--- config.mk ---
export PLATFORM = sky130hd
export DESIGN_NAME = alu_issue_stage
export DESIGN_NICKNAME = d
export VERILOG_FILES = /design/src/rtl/alu_issue_pkg.sv /design/src/rtl/alu_issue_decode.sv /design/src/rtl/alu_issue_stage.sv
export SDC_FILE = /design/constraint.sdc
export NUM_CORES = 1
export LEC_CHECK = 0
export CORE_ASPECT_RATIO = 0.7
export CORE_MARGIN = 5
export CORE_UTILIZATION = 25
export DETAILED_ROUTE_END_ITERATION = 12
export DONT_BUFFER_PORTS = 1
export GPL_TIMING_DRIVEN = 0
export REMOVE_ABC_BUFFERS = 1
export SLEW_MARGIN = 10
export SYNTH_ARGS = -nofsm -noshare
export SYNTH_HDL_FRONTEND = slang
export SYNTH_HIERARCHICAL = 1
export SYNTH_SLANG_ARGS = --single-unit
--- constraint.sdc ---
create_clock -name clk -period 6.7 [get_ports clk]
set_input_delay 1.34 -clock clk [delete_from_list [all_inputs] [get_ports clk]]
set_output_delay 1.34 -clock clk [all_outputs]
set_load 0.005 [all_outputs]
--- src/rtl/alu_issue_pkg.sv ---
// Shared ALU control codes, opcode/funct constants and EX control bundle for the ID/EX issue stage.
package alu_issue_pkg;

  localparam logic [4:0] ALU_AND = 5'b00000;
  localparam logic [4:0] ALU_OR  = 5'b00001;
  localparam logic [4:0] ALU_ADD = 5'b00010;
  localparam logic [4:0] ALU_ORI = 5'b00100;
  localparam logic [4:0] ALU_SUB = 5'b00110;
  localparam logic [4:0] ALU_SLT = 5'b00111;
  localparam logic [4:0] ALU_NOR = 5'b01100;
  localparam logic [4:0] ALU_XOR = 5'b01101;
  localparam logic [4:0] ALU_SLL = 5'b10000;
  localparam logic [4:0] ALU_EQ  = 5'b10001;
  localparam logic [4:0] ALU_GTZ = 5'b10010;
  localparam logic [4:0] ALU_LEZ = 5'b10011;
  localparam logic [4:0] ALU_GEZ = 5'b10100;
  localparam logic [4:0] ALU_SRL = 5'b11000;
  localparam logic [4:0] ALU_SRA = 5'b11001;
  localparam logic [4:0] ALU_MUL = 5'b11111;

  localparam logic [5:0] OP_RTYPE    = 6'h00;
  localparam logic [5:0] OP_REGIMM   = 6'h01;
  localparam logic [5:0] OP_BEQ      = 6'h04;
  localparam logic [5:0] OP_BNE      = 6'h05;
  localparam logic [5:0] OP_BLEZ     = 6'h06;
  localparam logic [5:0] OP_BGTZ     = 6'h07;
  localparam logic [5:0] OP_ADDI     = 6'h08;
  localparam logic [5:0] OP_ADDIU    = 6'h09;
  localparam logic [5:0] OP_SLTI     = 6'h0A;
  localparam logic [5:0] OP_SLTIU    = 6'h0B;
  localparam logic [5:0] OP_ANDI     = 6'h0C;
  localparam logic [5:0] OP_ORI      = 6'h0D;
  localparam logic [5:0] OP_XORI     = 6'h0E;
  localparam logic [5:0] OP_LUI      = 6'h0F;
  localparam logic [5:0] OP_SPECIAL2 = 6'h1C;
  localparam logic [5:0] OP_LW       = 6'h23;
  localparam logic [5:0] OP_SW       = 6'h2B;

  localparam logic [5:0] F_SLL  = 6'h00;
  localparam logic [5:0] F_SRL  = 6'h02;
  localparam logic [5:0] F_SRA  = 6'h03;
  localparam logic [5:0] F_JR   = 6'h08;
  localparam logic [5:0] F_ADD  = 6'h20;
  localparam logic [5:0] F_ADDU = 6'h21;
  localparam logic [5:0] F_SUB  = 6'h22;
  localparam logic [5:0] F_SUBU = 6'h23;
  localparam logic [5:0] F_AND  = 6'h24;
  localparam logic [5:0] F_OR   = 6'h25;
  localparam logic [5:0] F_XOR  = 6'h26;
  localparam logic [5:0] F_NOR  = 6'h27;
  localparam logic [5:0] F_SLT  = 6'h2A;
  localparam logic [5:0] F_SLTU = 6'h2B;
  localparam logic [5:0] F_MUL  = 6'h02;

  typedef enum logic [1:0] {IN1_RS, IN1_SHAMT, IN1_LUI16} in1_sel_e;
  typedef enum logic [1:0] {IN2_RT, IN2_SEXT, IN2_ZEXT} in2_sel_e;
  typedef enum logic [1:0] {DST_NONE, DST_RD, DST_RT} dst_sel_e;

  typedef struct packed {
    logic       valid;
    logic       reg_write;
    logic       mem_read;
    logic       mem_write;
    logic       illegal;
    logic       sign;
    logic [4:0] alu_ctl;
  } ex_ctl_t;

endpackage

--- src/rtl/alu_issue_decode.sv ---
// Combinational opcode/funct decode into ALU control, operand/destination selects and memory flags.
// ALU_ISSUE_MUL_EN: when defined, opcode 1C / funct 02 decodes to MUL; otherwise it is illegal.
module alu_issue_decode
  import alu_issue_pkg::*;
(
  input  logic [5:0] i_opcode,
  input  logic [5:0] i_funct,
  output logic [4:0] o_alu_ctl,
  output logic       o_sign,
  output in1_sel_e   o_in1_sel,
  output in2_sel_e   o_in2_sel,
  output dst_sel_e   o_dst_sel,
  output logic       o_reg_write,
  output logic       o_mem_read,
  output logic       o_mem_write,
  output logic       o_illegal
);

  always_comb begin
    o_alu_ctl   = ALU_AND;
    o_sign      = 1'b0;
    o_in1_sel   = IN1_RS;
    o_in2_sel   = IN2_RT;
    o_dst_sel   = DST_NONE;
    o_reg_write = 1'b0;
    o_mem_read  = 1'b0;
    o_mem_write = 1'b0;
    o_illegal   = 1'b0;
    case (i_opcode)
      OP_RTYPE: begin
        o_dst_sel   = DST_RD;
        o_reg_write = 1'b1;
        case (i_funct)
          F_ADD:  begin o_alu_ctl = ALU_ADD; o_sign = 1'b1; end
          F_ADDU: o_alu_ctl = ALU_ADD;
          F_SUB, F_SUBU: o_alu_ctl = ALU_SUB;
          F_AND:  o_alu_ctl = ALU_AND;
          F_OR:   o_alu_ctl = ALU_OR;
          F_XOR:  o_alu_ctl = ALU_XOR;
          F_NOR:  o_alu_ctl = ALU_NOR;
          F_SLT:  begin o_alu_ctl = ALU_SLT; o_sign = 1'b1; end
          F_SLTU: o_alu_ctl = ALU_SLT;
          F_SLL:  begin o_alu_ctl = ALU_SLL; o_in1_sel = IN1_SHAMT; end
          F_SRL:  begin o_alu_ctl = ALU_SRL; o_in1_sel = IN1_SHAMT; end
          F_SRA:  begin o_alu_ctl = ALU_SRA; o_in1_sel = IN1_SHAMT; end
          F_JR: begin
            o_alu_ctl   = ALU_ADD;
            o_dst_sel   = DST_NONE;
            o_reg_write = 1'b0;
          end
          default: begin
            o_illegal   = 1'b1;
            o_dst_sel   = DST_NONE;
            o_reg_write = 1'b0;
          end
        endcase
      end
      OP_SPECIAL2: begin
`ifdef ALU_ISSUE_MUL_EN
        if (i_funct == F_MUL) begin
          o_alu_ctl   = ALU_MUL;
          o_dst_sel   = DST_RD;
          o_reg_write = 1'b1;
        end else begin
          o_illegal = 1'b1;
        end
`else
        o_illegal = 1'b1;
`endif
      end
      OP_ADDI, OP_ADDIU: begin
        o_alu_ctl = ALU_ADD; o_in2_sel = IN2_SEXT; o_dst_sel = DST_RT; o_reg_write = 1'b1;
      end
      OP_ANDI: begin
        o_alu_ctl = ALU_AND; o_in2_sel = IN2_ZEXT; o_dst_sel = DST_RT; o_reg_write = 1'b1;
      end
      OP_ORI: begin
        o_alu_ctl = ALU_ORI; o_in2_sel = IN2_ZEXT; o_dst_sel = DST_RT; o_reg_write = 1'b1;
      end
      OP_XORI: begin
        o_alu_ctl = ALU_XOR; o_in2_sel = IN2_ZEXT; o_dst_sel = DST_RT; o_reg_write = 1'b1;
      end
      OP_SLTI, OP_SLTIU: begin
        o_alu_ctl   = ALU_SLT;
        o_sign      = (i_opcode == OP_SLTI);
        o_in2_sel   = IN2_SEXT;
        o_dst_sel   = DST_RT;
        o_reg_write = 1'b1;
      end
      // lui is a left shift of the zero-extended immediate by a constant 16
      OP_LUI: begin
        o_alu_ctl = ALU_SLL; o_in1_sel = IN1_LUI16; o_in2_sel = IN2_ZEXT;
        o_dst_sel = DST_RT;  o_reg_write = 1'b1;
      end
      OP_LW: begin
        o_alu_ctl = ALU_ADD; o_in2_sel = IN2_SEXT; o_dst_sel = DST_RT;
        o_reg_write = 1'b1;  o_mem_read = 1'b1;
      end
      OP_SW: begin
        o_alu_ctl = ALU_ADD; o_in2_sel = IN2_SEXT; o_mem_write = 1'b1;
      end
      OP_BEQ:    o_alu_ctl = ALU_SUB;
      OP_BNE:    o_alu_ctl = ALU_EQ;
      OP_BLEZ:   o_alu_ctl = ALU_GTZ;
      OP_BGTZ:   o_alu_ctl = ALU_LEZ;
      OP_REGIMM: o_alu_ctl = ALU_GEZ;
      default:   o_illegal = 1'b1;
    endcase
  end

endmodule

--- src/rtl/alu_issue_stage.sv ---
// ID/EX issue stage: decode, operand select/extend, one-cycle EX register, MEM/WB forwarding onto
// the EX operands and load-use stall request. MUL decode is optional via ALU_ISSUE_MUL_EN.
module alu_issue_stage
  import alu_issue_pkg::*;
#(
  parameter int XLEN    = 32,
  parameter int RADDR_W = 5
) (
  input  logic               clk,
  input  logic               reset,
  input  logic               id_valid,
  input  logic [5:0]         id_opcode,
  input  logic [5:0]         id_funct,
  input  logic [4:0]         id_shamt,
  input  logic [15:0]        id_imm,
  input  logic [RADDR_W-1:0] id_rs,
  input  logic [RADDR_W-1:0] id_rt,
  input  logic [RADDR_W-1:0] id_rd,
  input  logic [XLEN-1:0]    id_rs_data,
  input  logic [XLEN-1:0]    id_rt_data,
  input  logic               flush,
  input  logic               mem_reg_write,
  input  logic               wb_reg_write,
  input  logic [RADDR_W-1:0] mem_dst,
  input  logic [RADDR_W-1:0] wb_dst,
  input  logic [XLEN-1:0]    mem_result,
  input  logic [XLEN-1:0]    wb_result,
  output logic [XLEN-1:0]    ex_in1,
  output logic [XLEN-1:0]    ex_in2,
  output logic [4:0]         ex_alu_ctl,
  output logic               ex_sign,
  output logic               ex_valid,
  output logic               ex_reg_write,
  output logic               ex_mem_read,
  output logic               ex_mem_write,
  output logic [RADDR_W-1:0] ex_dst,
  output logic               ex_illegal,
  output logic               stall_req
);

  logic [4:0]         w_alu_ctl;
  logic               w_sign, w_dec_wr, w_mem_rd, w_mem_wr, w_ill;
  in1_sel_e           w_in1_sel;
  in2_sel_e           w_in2_sel;
  dst_sel_e           w_dst_sel;
  logic [RADDR_W-1:0] w_id_dst, w_src1, w_src2;
  logic [XLEN-1:0]    w_id_in1, w_id_in2;
  logic               w_stall;

  ex_ctl_t            w_nxt_ctl, r_ctl;
  logic [RADDR_W-1:0] w_nxt_dst, w_nxt_src1, w_nxt_src2, r_dst, r_src1, r_src2;
  logic [XLEN-1:0]    w_nxt_in1, w_nxt_in2, r_in1, r_in2;

  alu_issue_decode u_decode (
    .i_opcode    (id_opcode),
    .i_funct     (id_funct),
    .o_alu_ctl   (w_alu_ctl),
    .o_sign      (w_sign),
    .o_in1_sel   (w_in1_sel),
    .o_in2_sel   (w_in2_sel),
    .o_dst_sel   (w_dst_sel),
    .o_reg_write (w_dec_wr),
    .o_mem_read  (w_mem_rd),
    .o_mem_write (w_mem_wr),
    .o_illegal   (w_ill)
  );

  always_comb begin
    w_id_dst = '0;
    case (w_dst_sel)
      DST_RD:  w_id_dst = id_rd;
      DST_RT:  w_id_dst = id_rt;
      default: w_id_dst = '0;
    endcase
    w_id_in1 = id_rs_data;
    case (w_in1_sel)
      IN1_SHAMT: w_id_in1 = XLEN'(id_shamt);
      IN1_LUI16: w_id_in1 = XLEN'(16);
      default:   w_id_in1 = id_rs_data;
    endcase
    w_id_in2 = id_rt_data;
    case (w_in2_sel)
      IN2_SEXT: w_id_in2 = {{(XLEN-16){id_imm[15]}}, id_imm};
      IN2_ZEXT: w_id_in2 = {{(XLEN-16){1'b0}}, id_imm};
      default:  w_id_in2 = id_rt_data;
    endcase
    // Source address 0 marks an operand that must never be forwarded (imm, shamt, constant)
    w_src1 = (w_in1_sel == IN1_RS) ? id_rs : '0;
    w_src2 = (w_in2_sel == IN2_RT) ? id_rt : '0;
  end

  assign w_stall = id_valid & ~flush & r_ctl.valid & r_ctl.mem_read & (r_dst != '0) &
                   ((r_dst == id_rs) | (r_dst == id_rt));
  assign stall_req = w_stall;

  always_comb begin
    w_nxt_ctl  = '0;
    w_nxt_dst  = '0;
    w_nxt_src1 = '0;
    w_nxt_src2 = '0;
    w_nxt_in1  = '0;
    w_nxt_in2  = '0;
    if (id_valid && !flush && !w_stall) begin
      w_nxt_ctl.valid     = 1'b1;
      w_nxt_ctl.reg_write = w_dec_wr & (w_id_dst != '0);
      w_nxt_ctl.mem_read  = w_mem_rd;
      w_nxt_ctl.mem_write = w_mem_wr;
      w_nxt_ctl.illegal   = w_ill;
      w_nxt_ctl.sign      = w_sign;
      w_nxt_ctl.alu_ctl   = w_alu_ctl;
      w_nxt_dst           = w_id_dst;
      w_nxt_src1          = w_src1;
      w_nxt_src2          = w_src2;
      w_nxt_in1           = w_id_in1;
      w_nxt_in2           = w_id_in2;
    end
  end

  always_ff @(posedge clk) begin
    if (reset) begin
      r_ctl  <= '0;
      r_dst  <= '0;
      r_src1 <= '0;
      r_src2 <= '0;
      r_in1  <= '0;
      r_in2  <= '0;
    end else begin
      r_ctl  <= w_nxt_ctl;
      r_dst  <= w_nxt_dst;
      r_src1 <= w_nxt_src1;
      r_src2 <= w_nxt_src2;
      r_in1  <= w_nxt_in1;
      r_in2  <= w_nxt_in2;
    end
  end

  function automatic logic [XLEN-1:0] f_fwd(input logic [RADDR_W-1:0] src,
                                            input logic [XLEN-1:0]    val,
                                            input logic               m_we,
                                            input logic [RADDR_W-1:0] m_dst,
                                            input logic [XLEN-1:0]    m_res,
                                            input logic               w_we,
                                            input logic [RADDR_W-1:0] w_dst,
                                            input logic [XLEN-1:0]    w_res);
    if (src == '0)                   return val;
    else if (m_we && (m_dst == src)) return m_res;
    else if (w_we && (w_dst == src)) return w_res;
    else                             return val;
  endfunction

  assign ex_in1 = f_fwd(r_src1, r_in1, mem_reg_write, mem_dst, mem_result,
                        wb_reg_write, wb_dst, wb_result);
  assign ex_in2 = f_fwd(r_src2, r_in2, mem_reg_write, mem_dst, mem_result,
                        wb_reg_write, wb_dst, wb_result);

  assign ex_alu_ctl   = r_ctl.alu_ctl;
  assign ex_sign      = r_ctl.sign;
  assign ex_valid     = r_ctl.valid;
  assign ex_reg_write = r_ctl.reg_write;
  assign ex_mem_read  = r_ctl.mem_read;
  assign ex_mem_write = r_ctl.mem_write;
  assign ex_illegal   = r_ctl.illegal;
  assign ex_dst       = r_dst;

endmodule

==> results.yml <==
outcome:
  outcome: "completed"
power_and_ir_drop:
  finalPower_w: 0.00123
  p_leak_nw: 2.21
  p_per_area_mw_per_mm2: 199
  vdd_drop_max_v: 0.000103
drt:
  ant_nets: 0
  wire_per_inst_um: 23.4
  first_pass_iters: 5
  first_iter_violations: 353
  num_vias: 4651
  drc: 0
  vias_per_cell: 5.42
  wl_mm: 20.0
die:
  fp-row-count: 45
  start_util: 0.253
  core_mm2: 0.0216
  io-pin-count: 273
  die-area_mm2: 0.0250
  die_w_um: 187
  dieHeight_um: 134
place:
  port_buffers: 0
  gp_congestion: 0.802
  dp_hpwl_mm: 15.6
  post_dp_cell_area_mm2: 0.00590
global_routing:
  grt_max_degree: 35
  grt_pass1_vias: 4716
  antenna_found_initial: 1
  grt-ovfl-total: 0
  grt_pass1_wl_mm: 29.6
  grt.total_usage: 0.154
synth:
  ys_types: 56
  synth_edf_count: 0
  ys.flop_type: "dfxtp_1"
  yosysSeqAreaShare: 0.329
  synth_cells: 595
  avgSynthCellArea_um2: 9.20
  async_flop_share: 0
  synthesis.area_mm2: 0.00548
  ys_warn_count: 6
  yosys_register_bits: 90
critical_path:
  critPathKind: "input pin to output port"
  reg2reg_depth: 5
  r2r_slack_ps: 4760
  crit_required_ps: 5360
  cp.arrival_ps: 3660
  reg2reg_to: "r_in1[12]"
  r2r-start: "ex_dst[1]"
  crit_fanout: 26
  start_kind: "input pin"
  setup.worst_path.end_class: "output port"
clock_tree:
  h-tree-depth: 3
  clk_latency_ps: 350
  cts_root_buf: "clkbuf_16"
  clk_path_buf_depth: 2
  hold_buffers: 0
  cts_buffers: 9
  tritoncts: "built"
  cts_sinks: 90
  post_cts_resized: 0
  clkTransAtPathRegs_ps: 70
  cts_setup_buffers: 0
cells_and_area:
  drive_above_1_share: 0.190
  multi_input_area_mm2: 0.00335
  post-route-cell-area_mm2: 0.00621
  seq_area_mm2: 0.00180
  num-nets-final: 770
  fill_cells: 2296
  area_growth_syn_to_layout_pct: 13.3
timing:
  worst_pin_slew_ps: 798
  period_share: 0.747
  maxSlewHeadroom: 0.467
  fmax_mhz: 200
  skew_ps: 8.95
  setup_viol: 0
  slew_viol_final: 0
  rsz0062_at_grt: "no"
  finalHoldViolations: 0
  period_needed_ps: 5000
  setup_tns_ps: 0
worst_hold_path:
  hp-start: "ex_dst[0]"
  hp-class: "register to register"
  holdPathEnd: "ex_valid"
  holdPathStages: 3
job:
  maxCapViolations: 0
cell families (layout without fill, tap and decap cells):
kind of cell | count (synthesis) | after routing | synth area share
AO/OA/AOI/OAI | 207 | 207 | 0.340
XOR/XNOR | 30 | 30 | 0.0480
adder cells (fa/ha/maj) | 8 | 8 | 0.0183
buffers and inverters | 73 | 53 | 0.0663
flip-flops | 90 | 90 | 0.329
multiplexers | 1 | 1 | 0.00183
other | 0 | 1 | 0
AND/OR/NAND/NOR | 186 | 186 | 0.197
worst max-delay path, cell delays in order:
cell,delay [ps]
xnor2_1,140
nand4_1,180
or3_2,590
buf_12,230
a21boi_4,650
buf_12,270
a2bb2oi_1,230
cells in the mapped netlist, types with 3 or more instances:
cell type,count,area share
a21oi_1,41,0.037
a22oi_1,7,0.0096
a2bb2oi_2,60,0.16
a31oi_1,3,0.0034
buf_2,11,0.010
buf_6,10,0.021
clkbuf_1,29,0.020
dfxtp_1,90,0.33
ha_1,8,0.018
inv_1,21,0.014
nand2_1,21,0.014
nand2b_1,25,0.029
nand3_1,9,0.0082
nand4b_1,3,0.0048
nor2_1,45,0.031
nor2b_1,17,0.019
nor3_1,12,0.011
nor3b_1,27,0.037
nor4_1,3,0.0034
o21ai_0,5,0.0046
o21ai_1,3,0.0027
o22ai_1,64,0.073
o32ai_1,3,0.0048
or2_1,3,0.0034
or3_1,4,0.0046
xnor2_1,10,0.016
xor2_1,20,0.032
cells in the final DEF (no fill, tap or decap), drive strengths merged, types with 3 or more instances in the layout:
| master | n |
|---|---|
| a21boi | 3 |
| a21oi | 42 |
| a22oi | 7 |
| a2bb2oi | 62 |
| a31oi | 3 |
| buf | 15 |
| clkbuf | 12 |
| dfxtp | 90 |
| ha | 8 |
| inv | 22 |
| nand2 | 21 |
| nand2b | 25 |
| nand3 | 9 |
| nand4b | 4 |
| nor2 | 48 |
| nor2b | 17 |
| nor3 | 12 |
| nor3b | 28 |
| nor4 | 4 |
| o21ai | 9 |
| o22ai | 64 |
| o32ai | 3 |
| or2 | 3 |
| or3 | 4 |
| xnor2 | 10 |
| xor2 | 20 |
cell type report:
type | count | area share
flip-flops and latches | 90 | 0.290
diodes | 1 | 0.000403
well taps | 282 | 0.0569
repair buffers | 15 | 0.0512
inverters | 22 | 0.0133
multi-input cells | 432 | 0.540
clock buffers | 12 | 0.0397
clock inverters | 4 | 0.00827
stage by stage:
stage          utilization  setup slack (ps)  instances  hold slack, ps
2_1_floorplan            -              1880        544            1350
3_5_place_dp         0.273              1650        841             966
6_report             0.287              1700        858             959
5_1_grt              0.287              1530        858            1020
4_1_cts              0.287              1640        857             977
3_3_place_gp         0.257               523        826            1470
registers in the layout, summed over array words and instances, names as in the netlist:
name          count
r_in1            32
r_in2            32
ex_alu_ctl        5
ex_dst            5
r_src1            5
r_src2            5
ex_illegal        1
ex_mem_read       1
ex_mem_write      1
ex_reg_write      1
ex_sign           1
ex_valid          1
report_power, final:
part | internal (W) | switching (W)
Sequential | 0.000548 | 0.00000755
Clock | 0.000300 | 0.000220
Combinational | 0.0000698 | 0.0000883
Total | 0.000918 | 0.000316
worst max path at each step:
stage / startpoint / to / slack, ps / depth (start not counted)
after CTS: mem_dst[3] / ex_in2[31] / 1640 / 7
after floorplan: mem_dst[1] / ex_in2[30] / 1880 / 5
after detailed placement: mem_dst[3] / ex_in2[31] / 1650 / 7
final: mem_dst[3] / ex_in2[31] / 1700 / 7
after global placement: mem_dst[0] / ex_in2[30] / 520 / 5
after global routing: mem_dst[4] / ex_in2[31] / 1530 / 7
layer usage:
layer | routed length [µm] | GRT usage | vias up
met5 | 0 | 0 | -
met4 | 450 | 0.0476 | 0
met3 | 1640 | 0.0512 | 28
met2 | 9020 | 0.240 | 251
met1 | 8930 | 0.203 | 2233
li1 | - | - | 2139
(Power assumes the default switching activity.)
